--- src/rtl/load_store_unit_if.sv ---
// Bundle of the core-side request/response handshake and the word-wide
// DataMemory port of the load/store unit.
// master: the load/store unit. slave: the core plus DataMemory.
interface load_store_unit_if;
  // Core request
  logic        reqValid;
  logic        reqReady;
  logic        reqWrite;
  logic [1:0]  reqSize;
  logic        reqSigned;
  logic [31:0] reqAddress;
  logic [31:0] reqData;
  // Core response
  logic        respValid;
  logic        respReady;
  logic [31:0] respData;
  logic        respError;
  // DataMemory port
  logic [31:0] memAddress;
  logic        memWriteEnabled;
  logic [31:0] memWriteInput;
  logic [31:0] memReadResult;

  modport master (
    input  reqValid, reqWrite, reqSize, reqSigned, reqAddress, reqData,
    output reqReady,
    output respValid, respData, respError,
    input  respReady,
    output memAddress, memWriteEnabled, memWriteInput,
    input  memReadResult
  );

  modport slave (
    output reqValid, reqWrite, reqSize, reqSigned, reqAddress, reqData,
    input  reqReady,
    input  respValid, respData, respError,
    output respReady,
    input  memAddress, memWriteEnabled, memWriteInput,
    output memReadResult
  );
endinterface

--- src/rtl/load_store_unit.sv ---
// Load/store unit: takes byte/halfword/word requests from the core and runs
// them against a word-wide DataMemory port. Sub-word stores are performed as
// a read-modify-write of the containing word. Misaligned, illegal-size and
// out-of-range requests are answered with an error and never touch memory.
module load_store_unit #(
  parameter int unsigned MEM_WORDS    = 1024,
  parameter logic [31:0] BASE_ADDRESS = 32'h0000_0000
) (
  input  logic              clock,
  input  logic              reset,
  load_store_unit_if.master bus
);

  typedef enum logic [1:0] {IDLE, READ, WRITE, RESP} state_t;

  // Request captured at acceptance, plus its error classification.
  typedef struct packed {
    logic        write;
    logic [1:0]  size;
    logic        sign;
    logic [31:0] addr;
    logic [31:0] data;
    logic        err;
  } req_t;

  localparam logic [1:0]  SIZE_BYTE = 2'b00;
  localparam logic [1:0]  SIZE_HALF = 2'b01;
  localparam logic [1:0]  SIZE_WORD = 2'b10;
  localparam logic [33:0] SPAN      = 34'(MEM_WORDS) << 2;

  state_t      state_q, state_d;
  req_t        req_q, req_d;
  logic [31:0] rd_word_q, rd_word_d;

  logic [33:0] byte_off;
  logic        req_err;
  logic [31:0] merged_word;
  logic [31:0] load_data;
  logic [7:0]  byte_lane;
  logic [15:0] half_lane;

  // Classify the incoming request: alignment, size code and address window.
  // NOTE: every variable driven here gets a default first, so no path through
  // the block leaves it unassigned and no latch is inferred.
  always_comb begin
    req_err  = 1'b0;
    // Widened subtraction: a borrow into bit 33 means the address is below
    // BASE_ADDRESS, otherwise the offset is compared against the window size.
    byte_off = {2'b00, bus.reqAddress} - {2'b00, BASE_ADDRESS};
    case (bus.reqSize)
      SIZE_HALF: if (bus.reqAddress[0])          req_err = 1'b1;
      SIZE_WORD: if (bus.reqAddress[1:0] != 2'b00) req_err = 1'b1;
      SIZE_BYTE: ;
      default:   req_err = 1'b1;
    endcase
    if (byte_off[33] || (byte_off >= SPAN)) req_err = 1'b1;
  end

  // Store data: drop the right-aligned operand into its lane of the word read
  // back; a word store writes the operand as is.
  always_comb begin
    merged_word = rd_word_q;
    case (req_q.size)
      SIZE_BYTE: merged_word[{req_q.addr[1:0], 3'b000} +: 8]  = req_q.data[7:0];
      SIZE_HALF: merged_word[{req_q.addr[1], 4'b0000} +: 16]  = req_q.data[15:0];
      default:   merged_word = req_q.data;
    endcase
  end

  // Load data: pick the lane out of the read word and sign/zero-extend it.
  always_comb begin
    byte_lane = rd_word_q[{req_q.addr[1:0], 3'b000} +: 8];
    half_lane = rd_word_q[{req_q.addr[1], 4'b0000} +: 16];
    case (req_q.size)
      SIZE_BYTE: load_data = req_q.sign ? {{24{byte_lane[7]}}, byte_lane}
                                        : {24'h000000, byte_lane};
      SIZE_HALF: load_data = req_q.sign ? {{16{half_lane[15]}}, half_lane}
                                        : {16'h0000, half_lane};
      default:   load_data = rd_word_q;
    endcase
  end

  // Next-state logic: request capture, read capture and state sequencing.
  always_comb begin
    state_d   = state_q;
    req_d     = req_q;
    rd_word_d = rd_word_q;
    case (state_q)
      IDLE: begin
        if (bus.reqValid) begin
          req_d.write = bus.reqWrite;
          req_d.size  = bus.reqSize;
          req_d.sign  = bus.reqSigned;
          req_d.addr  = bus.reqAddress;
          req_d.data  = bus.reqData;
          req_d.err   = req_err;
          if (req_err)                                     state_d = RESP;
          else if (bus.reqWrite && bus.reqSize == SIZE_WORD) state_d = WRITE;
          else                                             state_d = READ;
        end
      end
      READ: begin
        rd_word_d = bus.memReadResult;
        state_d   = req_q.write ? WRITE : RESP;
      end
      WRITE:   state_d = RESP;
      RESP:    if (bus.respReady) state_d = IDLE;
      default: state_d = IDLE;
    endcase
  end

  // State and datapath registers; reset aborts any request in flight.
  // NOTE: sequential state is updated with non-blocking assignments so every
  // register samples the values from before the edge.
  always_ff @(posedge clock or posedge reset) begin
    if (reset) begin
      state_q   <= IDLE;
      req_q     <= '0;
      rd_word_q <= '0;
    end else begin
      state_q   <= state_d;
      req_q     <= req_d;
      rd_word_q <= rd_word_d;
    end
  end

  // Outputs decode directly from the state register, so the asynchronous
  // reset pulls the write strobe low without waiting for a clock edge.
  assign bus.reqReady        = (state_q == IDLE);
  assign bus.respValid       = (state_q == RESP);
  assign bus.respError       = (state_q == RESP) && req_q.err;
  assign bus.respData        = ((state_q == RESP) && !req_q.err && !req_q.write)
                               ? load_data : 32'h0000_0000;
  assign bus.memAddress      = ((state_q == READ) || (state_q == WRITE))
                               ? {req_q.addr[31:2], 2'b00} : 32'h0000_0000;
  assign bus.memWriteEnabled = (state_q == WRITE);
  assign bus.memWriteInput   = (state_q == WRITE) ? merged_word : 32'h0000_0000;

endmodule

--- src/flat_wrapper.sv ---
// flat-port wrapper written by rule: the top's interface ports become plain ports
module load_store_unit_flat 
#(
  parameter int unsigned MEM_WORDS    = 1024,
  parameter logic [31:0] BASE_ADDRESS = 32'h0000_0000
)
  (clock, reset, bus_reqValid, bus_reqWrite, bus_reqSize, bus_reqSigned, bus_reqAddress, bus_reqData, bus_reqReady, bus_respValid, bus_respData, bus_respError, bus_respReady, bus_memAddress, bus_memWriteEnabled, bus_memWriteInput, bus_memReadResult);
  load_store_unit_if bus_i ();
  input  logic clock;
  input  logic reset;
  input wire logic [$bits(bus_i.reqValid)-1:0] bus_reqValid;
  input wire logic [$bits(bus_i.reqWrite)-1:0] bus_reqWrite;
  input wire logic [$bits(bus_i.reqSize)-1:0] bus_reqSize;
  input wire logic [$bits(bus_i.reqSigned)-1:0] bus_reqSigned;
  input wire logic [$bits(bus_i.reqAddress)-1:0] bus_reqAddress;
  input wire logic [$bits(bus_i.reqData)-1:0] bus_reqData;
  output wire logic [$bits(bus_i.reqReady)-1:0] bus_reqReady;
  output wire logic [$bits(bus_i.respValid)-1:0] bus_respValid;
  output wire logic [$bits(bus_i.respData)-1:0] bus_respData;
  output wire logic [$bits(bus_i.respError)-1:0] bus_respError;
  input wire logic [$bits(bus_i.respReady)-1:0] bus_respReady;
  output wire logic [$bits(bus_i.memAddress)-1:0] bus_memAddress;
  output wire logic [$bits(bus_i.memWriteEnabled)-1:0] bus_memWriteEnabled;
  output wire logic [$bits(bus_i.memWriteInput)-1:0] bus_memWriteInput;
  input wire logic [$bits(bus_i.memReadResult)-1:0] bus_memReadResult;
  assign bus_i.reqValid = bus_reqValid;
  assign bus_i.reqWrite = bus_reqWrite;
  assign bus_i.reqSize = bus_reqSize;
  assign bus_i.reqSigned = bus_reqSigned;
  assign bus_i.reqAddress = bus_reqAddress;
  assign bus_i.reqData = bus_reqData;
  assign bus_reqReady = bus_i.reqReady;
  assign bus_respValid = bus_i.respValid;
  assign bus_respData = bus_i.respData;
  assign bus_respError = bus_i.respError;
  assign bus_i.respReady = bus_respReady;
  assign bus_memAddress = bus_i.memAddress;
  assign bus_memWriteEnabled = bus_i.memWriteEnabled;
  assign bus_memWriteInput = bus_i.memWriteInput;
  assign bus_i.memReadResult = bus_memReadResult;
  load_store_unit #(.MEM_WORDS(MEM_WORDS), .BASE_ADDRESS(BASE_ADDRESS)) u_core (.clock(clock), .reset(reset), .bus(bus_i));
endmodule
--- config.mk ---
export PLATFORM = sky130hd
export DESIGN_NAME = load_store_unit_flat
export DESIGN_NICKNAME = d
export VERILOG_FILES = /design/src/rtl/load_store_unit_if.sv /design/src/rtl/load_store_unit.sv /design/src/flat_wrapper.sv
export SDC_FILE = /design/constraint.sdc
export NUM_CORES = 1
export LEC_CHECK = 0
export CAP_MARGIN = 20
export CELL_PAD_IN_SITES_DETAIL_PLACEMENT = 0
export CELL_PAD_IN_SITES_GLOBAL_PLACEMENT = 1
export CORE_MARGIN = 3
export CORE_UTILIZATION = 31
export CTS_BUF_LIST = sky130_fd_sc_hd__clkbuf_4 sky130_fd_sc_hd__clkbuf_8 sky130_fd_sc_hd__clkbuf_16
export DETAILED_ROUTE_END_ITERATION = 8
export HOLD_SLACK_MARGIN = 0.08
export MAX_ROUTING_LAYER = met4
export PLACE_DENSITY_LB_ADDON = 0.1
export SLEW_MARGIN = 20
export SYNTH_ARGS = -nofsm -noshare
export SYNTH_HDL_FRONTEND = slang
export SYNTH_SLANG_ARGS = --single-unit
--- constraint.sdc ---
create_clock -name clock -period 3.8 [get_ports clock]
set_input_delay 1.14 -clock clock [delete_from_list [all_inputs] [get_ports clock]]
set_output_delay 1.14 -clock clock [all_outputs]
set_load 0.005 [all_outputs]
==> run_results.csv, run 1 <==
group,metric,value,unit
status,run_status,"finished clean",
route,detail_route.wirelength,20600,um
setup_path,reg2reg_slack,2.00,ns
global_routing,grt_max_degree,48,
place,port_buffers,201,
sta,clock-skew-final,0.00552,ns
route,drt_first_iter_violations,242,
sta,worst_pin_slew,0.570,ns
sta,maxClockFrequency,268,MHz
synth,post_synthesis_cells,565,
synth,synth-edff-count,0,
setup_path,crit_path_max_fanout,14,
place,globalplace.congestion,0.854,
setup_path,timing.critical_path.required,2.66,ns
setup_path,crit_path_start_kind,"flop",
synth,synth.top_cells.by_area,"sky130_fd_sc_hd__dfrtp_1 44%, sky130_fd_sc_hd__mux2_2 18%, sky130_fd_sc_hd__and2_1 3.4%",
route,drt-pass1-iter-count,5,
global_routing,grtUsageMet1,0.241,
clock_tree,cts.hold.buffers_added,0,
synth,unique_masters_post_synth,49,
setup_path,r2r_cells,5,
synth,synthesis.area_per_instance,10.4,um2
clock_tree,cts-buffers-inserted,9,
setup_path,critical_path_arrival,2.59,ns
synth,synth_sequential_area_ratio,0.438,
global_routing,grt_first_pass_wirelength,31100,um
global_routing,first_global_vias,5497,
floorplan,die_footprint,20700,um2
floorplan,fp.dieH,144,um
sta,setup_repair_after_global_routing_missed_its_margin,"true",
setup_path,crit_path_end,"bus_respData[7]",
setup_path,critical_path.slowest_cell,"sky130_fd_sc_hd__dfrtp_2",
sta,count_of_final_max_slew_check_failures,0,
setup_path,worstSetupStartpoint,"u_core.req_q[66]",
worst_hold_path,hp-class,"flop to flop",
clock_tree,tritoncts,"done",
global_routing,grt_util_all_layers,0.204,
global_routing,groute.layer.met2.usage,0.343,
power,power_density,889,nW/um2
power,vdd.ir_drop.worst,0.395,mV
sta,final_min_period_over_clock_period,0.982,
setup_path,setup.worst_path.end_class,"output port",
synth,number_of_synthesized_register_bits,103,
floorplan,initial_utilization,0.321,
setup_path,crit-reg2reg-capture,"u_core.req_q[10]",
final_layout,post-route-util,0.474,
place,dpl-instance-area,8150,um2
synth,synth_top_flop_cell,"sky130_fd_sc_hd__dfrtp_1",
floorplan,io_pins,204,
sta,hold_viol,0,
synth,synth_top_area_frac,0.438,
route,route.vias.total,5129,
global_routing,grt-ovfl-total,0,
route,vias_per_cell,5.18,
clock_tree,clk_slew_on_worst_s_h_paths,0.07,ns
synth,synth_area,5890,um2
synth,most_frequent_cell_after_synthesis,"sky130_fd_sc_hd__dfrtp_1",
setup_path,crit-reg2reg-launch,"u_core.state_q[0]",
global_routing,use_met3,0.0556,
final_layout,area_occupied_by_registers,2580,um2
clock_tree,clock-sinks,103,
place,hpwlAfterDp,15600,um
synth,async_flop_share,1.00,
final_layout,layout-drive-gt1-share,0.223,
final_layout,multi_input_comb_area,3170,um2
power,leakage,3.59,nW
final_layout,stdcell_area,8700,um2
clock_tree,buffer_depth_of_the_longest_clock_path,2,
setup_path,cp_cell_sequence,"nand2b_1 -> buf_4 -> mux2i_1 -> nand2_1 -> a21oi_1 -> clkdlybuf4s50_1",
route,drt_drc_violations_left,0,
synth,synth_top_cells_by_count,"103 x sky130_fd_sc_hd__dfrtp_1, 93 x sky130_fd_sc_hd__mux2_2, 39 x sky130_fd_sc_hd__nand2_1",
final_layout,finish.net_count,869,
synth,synth.yosys.warnings,0,
clock_tree,h-tree-depth,3,
sta,relSlewSlack,0.619,
floorplan,die_x,144,um
final_layout,n_fill_cell,1733,
setup_path,critPathMaxStageDelay,0.56,ns
synth,synth_top_cell_by_area,"sky130_fd_sc_hd__dfrtp_1",
clock_tree,root_buffer,"sky130_fd_sc_hd__clkbuf_16",
route,antenna_left,0,
sta,layout_min_cycle_time,3.73,ns
setup_path,worstSetupPathType,"flop to output port",
global_routing,antenna_found_initial,1,
floorplan,core_region_area,18300,um2
final_layout,area.growth.synth_to_final,47.7,%
route,route.detailed.wl_per_inst,20.8,um
global_routing,top_usage_layer,"met2",
sta,final-setup-viol-count,0,
clock_tree,clk-insertion-delay-late,0.36,ns
floorplan,num_rows,49,
run,drv_cap,0,
critical path, delay by kind of cell, from the launching register on:
kind	cells	cell delay [ns]
multiplexers	1	0.18
AND/OR/NAND/NOR	2	0.47
flip-flops	1	0.56
AO/OA/AOI/OAI	1	0.24
buffers and inverters	2	0.79
cells by family (layout without fill, tap and decap cells):
family | count (synthesis) | count (layout) | share of synthesized area
and+or+nand+nor | 143 | 143 | 0.123
adders and majority gates | 9 | 9 | 0.0191
DFF | 103 | 103 | 0.438
buffers and inverters | 70 | 265 | 0.0497
AOI/OAI and AO/OA | 131 | 131 | 0.166
muxes | 108 | 108 | 0.203
other | 1 | 3 | 0.000637
stage by stage:
| stage | worst slack [ns] | hold slack (ns) | std cells | TNS (ns) | total power (W) |
|---|---|---|---|---|---|
| after floorplan | 0.843 | 0.464 | 566 | 0 | 0.00450 |
| after global placement | 0.337 | 0.479 | 969 | 0 | 0.00647 |
| after detailed placement | 0.231 | 0.486 | 969 | 0 | 0.00651 |
| after CTS | -0.00487 | 0.504 | 986 | -0.00487 | 0.00760 |
| after global routing | -0.0572 | 0.526 | 991 | -0.0907 | 0.00833 |
| final | 0.0696 | 0.501 | 991 | 0 | 0.00773 |
power by group:
| part | internal [W] | switching, W | leakage (nW) | total [W] |
|---|---|---|---|---|
| registers | 0.00166 | 0.000642 | 1.22 | 0.00230 |
| logic | 0.00244 | 0.00203 | 2.21 | 0.00446 |
| clock network | 0.000521 | 0.000443 | 0.150 | 0.000964 |
| total | 0.00462 | 0.00311 | 3.59 | 0.00773 |
layout make-up:
| type | count | area share |
|---|---|---|
| flip-flops and latches | 103 | 0.297 |
| clock inverters | 7 | 0.00906 |
| well taps | 229 | 0.0329 |
| inverters | 26 | 0.0119 |
| clock buffers | 9 | 0.0259 |
| multi-input cells | 393 | 0.365 |
| repair buffers | 223 | 0.258 |
| diodes | 1 | 0.000288 |
repair_timing:
item | CTS | global route
setup endpoints to repair | 55 | 58
resized for setup | 7 | 34
buffers inserted | 0 | 4
pin swaps | 1 | 5
gates cloned | 1 | 0
layer usage:
metal | vias to the layer above | wire (um) | share of wire
met5 | - | 0 | 0
met4 | 0 | 386 | 0.019
met3 | 25 | 1450 | 0.071
met2 | 168 | 10200 | 0.50
met1 | 2501 | 8530 | 0.41
li1 | 2435 | - | -
sequential cells by signal, summed over array words and instances (netlist names):
name and cells:
u_core.req_q 69, u_core.rd_word_q 32, u_core.state_q 2
cells in the final DEF, fill, tap and decap left out, types with 9 or more instances in the layout:
cell type | synthesis | layout
sky130_fd_sc_hd__clkdlybuf4s50_1 | 0 | 195
sky130_fd_sc_hd__dfrtp_1 | 103 | 101
sky130_fd_sc_hd__mux2_2 | 93 | 93
sky130_fd_sc_hd__nand2_1 | 39 | 38
sky130_fd_sc_hd__o21ai_0 | 33 | 33
sky130_fd_sc_hd__and2_1 | 32 | 31
sky130_fd_sc_hd__nor2_1 | 30 | 29
sky130_fd_sc_hd__inv_1 | 26 | 23
sky130_fd_sc_hd__nor2b_1 | 18 | 18
sky130_fd_sc_hd__buf_4 | 4 | 18
sky130_fd_sc_hd__mux2i_1 | 15 | 14
sky130_fd_sc_hd__a21oi_1 | 11 | 10
sky130_fd_sc_hd__nand3_1 | 9 | 9
sky130_fd_sc_hd__clkbuf_16 | 0 | 9
worst min path at each step:
stage / start / end / cells after the start
finish: u_core.req_q[58] / u_core.req_q[58] / 1
global route: u_core.req_q[42] / u_core.req_q[42] / 1
global placement: u_core.req_q[39] / u_core.req_q[39] / 1
CTS: u_core.req_q[50] / u_core.req_q[50] / 1
floorplan: u_core.req_q[0] / u_core.req_q[0] / 2
detailed placement: u_core.req_q[50] / u_core.req_q[50] / 1
No activity file was read; power rests on OpenSTA's default activity.
==> run 2: changes to the inputs <==
--- a/config.mk
+++ b/config.mk
@@ -8,6 +8,7 @@
 export CAP_MARGIN = 20
 export CELL_PAD_IN_SITES_DETAIL_PLACEMENT = 0
 export CELL_PAD_IN_SITES_GLOBAL_PLACEMENT = 1
+export CORE_ASPECT_RATIO = 2
 export CORE_MARGIN = 3
 export CORE_UTILIZATION = 31
 export CTS_BUF_LIST = sky130_fd_sc_hd__clkbuf_4 sky130_fd_sc_hd__clkbuf_8 sky130_fd_sc_hd__clkbuf_16
==> run 2 against run 1 <==
Compared with the run above:
- highest routed layer unchanged
- flip-flop and latch count stayed put
- power decreased by 0.67%
- the run now ends with setup timing left
- largest power group unchanged
- first-iteration DRC count fell by 5.8%
- critical endpoint is now bus_memWriteInput[18]
- cell count is 2.4% higher
==> run_results.csv, run 2 (synthesized netlist as in run 1, its figures left out) <==
group,metric,value,unit
route,wl_met2,12800,um
route,route.detailed.wl_per_inst,21.8,um
route,wl_met1,7680,um
route,route.vias.total,5292,
place,pre_cts_slack,0.278,ns
floorplan,fp.dieH,201,um
clock_tree,cts-buffers-inserted,9,
clock_tree,clk_slew_on_worst_s_h_paths,0.07,ns
setup_path,critical_path_arrival,2.68,ns
setup_path,critPathTopFamily,"compound AO/OA/AOI/OAI gates",
floorplan,die_footprint,20800,um2
setup_path,timing.critical_path.buf_inv,2,
route,antenna_left,0,
setup_path,setup.worst_path.end_class,"output port",
clock_tree,clk-insertion-delay-late,0.35,ns
clock_tree,root_buffer,"sky130_fd_sc_hd__clkbuf_16",
global_routing,grt_max_degree,60,
status,violations,"setup timing",
setup_path,crit_path_max_fanout,8,
final_layout,finish.net_count,870,
setup_path,timing.critical_path.required,2.66,ns
sta,relSlewSlack,0.384,
setup_path,critPathMaxStageDelay,0.46,ns
sta,tns,-0.0157,ns
route,vias_per_cell,5.21,
floorplan,io_pins,204,
sta,final_min_period_over_clock_period,1.00,
place,hpwlAfterDp,17200,um
power,leakage,3.58,nW
clock_tree,h-tree-depth,3,
power,vdd.ir_drop.worst,0.348,mV
clock_tree,tritoncts,"done",
final_layout,area.growth.synth_to_final,47.3,%
route,drt-pass1-iter-count,7,
sta,clock-skew-final,0.00705,ns
global_routing,grt-ovfl-total,0,
floorplan,initial_utilization,0.318,
clock_tree,buffer_depth_of_the_longest_clock_path,2,
place,globalplace.congestion,0.868,
sta,finalWorstSetupSlack,-0.0157,ns
setup_path,critical_path.slowest_cell,"sky130_fd_sc_hd__clkdlybuf4s50_1",
worst_hold_path,hp-class,"flop to flop",
final_layout,biggestRegsByFlops,"u_core.req_q (69), u_core.rd_word_q (32), u_core.state_q (2)",
status,run_status,"complete, but fails checks",
global_routing,first_global_vias,5672,
floorplan,num_rows,70,
clock_tree,clock-sinks,103,
power,power_density,886,nW/um2
sta,hold_viol,0,
setup_path,cp_cell_sequence,"inv_2 -> ha_1 -> nor2b_1 -> a32o_2 -> a221oi_1 -> nor2_1 -> clkdlybuf4s50_1",
global_routing,grt_first_pass_wirelength,33000,um
route,maxUsedRoutingLayer,"met4",
final_layout,layout-drive-gt1-share,0.209,
sta,layout_min_cycle_time,3.82,ns
route,drt_first_iter_violations,228,
setup_path,crit_path_start_kind,"flop",
setup_path,worstSetupPathType,"flop to output port",
floorplan,die_x,103,um
route,met3WireLength,899,um
sta,final-setup-viol-count,1,
sta,count_of_final_max_slew_check_failures,0,
final_layout,largest_register_ffs,69,
final_layout,layout.cells.most_common_list,"195 x sky130_fd_sc_hd__clkdlybuf4s50_1, 102 x sky130_fd_sc_hd__dfrtp_1, 93 x sky130_fd_sc_hd__mux2_2, 38 x sky130_fd_sc_hd__nand2_1, 33 x sky130_fd_sc_hd__o21ai_0",
global_routing,antenna_found_initial,1,
route,drt_drc_violations_left,0,
final_layout,layout_commonest_cell,"sky130_fd_sc_hd__clkdlybuf4s50_1",
place,port_buffers,201,
route,detail_route.wirelength,22200,um
global_routing,grt_util_all_layers,0.221,
sta,worst_pin_slew,0.922,ns
run,drv_cap,0,
final_layout,registers.top_by_ff_count,"u_core.req_q",
final_layout,n_fill_cell,1771,
sta,setup_repair_after_global_routing_missed_its_margin,"true",
sta,maxClockFrequency,262,MHz
floorplan,core_region_area,18500,um2
[run 2: cell count changes in the layout (fill, tap and decap cells not counted), sizes merged]
cell,change
inv,-2
buf,+1
clkbuf,+2
bufbuf,-1
clkinv,+1
[run 2: timing repair]
item | CTS | global route
buffers inserted | 0 | 4
hold buffers | 0 | 0
gates resized for setup | 4 | 17
hold endpoints to repair | 0 | 0
setup endpoints to repair | 34 | 55
cloned | 0 | 1
pin swaps | 0 | 3
[run 2: stage by stage]
step	total power, W	util	cells	hold slack (ns)	instance area [um2]
finish	0.00768	0.469	1015	0.502	8670
global route	0.00820	0.469	1015	0.515	8670
CTS	0.00764	0.462	1009	0.506	8540
detailed placement	0.00661	0.444	993	0.489	8210
global placement	0.00655	0.444	993	0.480	8210
floorplan	0.00450	-	566	0.464	5890
[run 2: cell type report]
type | count | area, um2 | area share
Timing Repair Buffer | 224 | 2270 | 0.261
Multi-Input combinational cell | 393 | 3100 | 0.357
Antenna cell | 1 | 2.50 | 0.000289
Sequential cell | 103 | 2580 | 0.297
Clock buffer | 10 | 239 | 0.0276
Clock inverter | 6 | 68.8 | 0.00794
Inverter | 26 | 101 | 0.0117
Tap cell | 252 | 315 | 0.0364
[run 2: path summary, 6_finish.rpt]
path	startpoint	to	slack, ns	cells past startpoint
min	u_core.req_q[61]	u_core.req_q[61]	0.50	1
min in group asynchronous	reset	u_core.req_q[60]	1.32	2
max in group asynchronous	reset	u_core.req_q[37]	1.81	3
min reg2reg	u_core.req_q[61]	u_core.req_q[61]	0.50	1
max	u_core.req_q[34]	bus_memWriteInput[18]	-0.02	7
max reg2reg	u_core.state_q[0]	u_core.req_q[17]	1.79	5
[run 2: routing by layer]
| layer | up-vias | track usage |
|---|---|---|
| li1 | 2432 | - |
| met1 | 2609 | 0.228 |
| met2 | 213 | 0.403 |
| met3 | 38 | 0.0299 |
| met4 | 0 | 0.0899 |
| met5 | - | - |
[run 2: where the power goes]
| group | internal (W) | switching, W |
|---|---|---|
| Combinational | 0.00237 | 0.00203 |
| Clock | 0.000533 | 0.000439 |
| Sequential | 0.00166 | 0.000650 |
| Total | 0.00456 | 0.00312 |
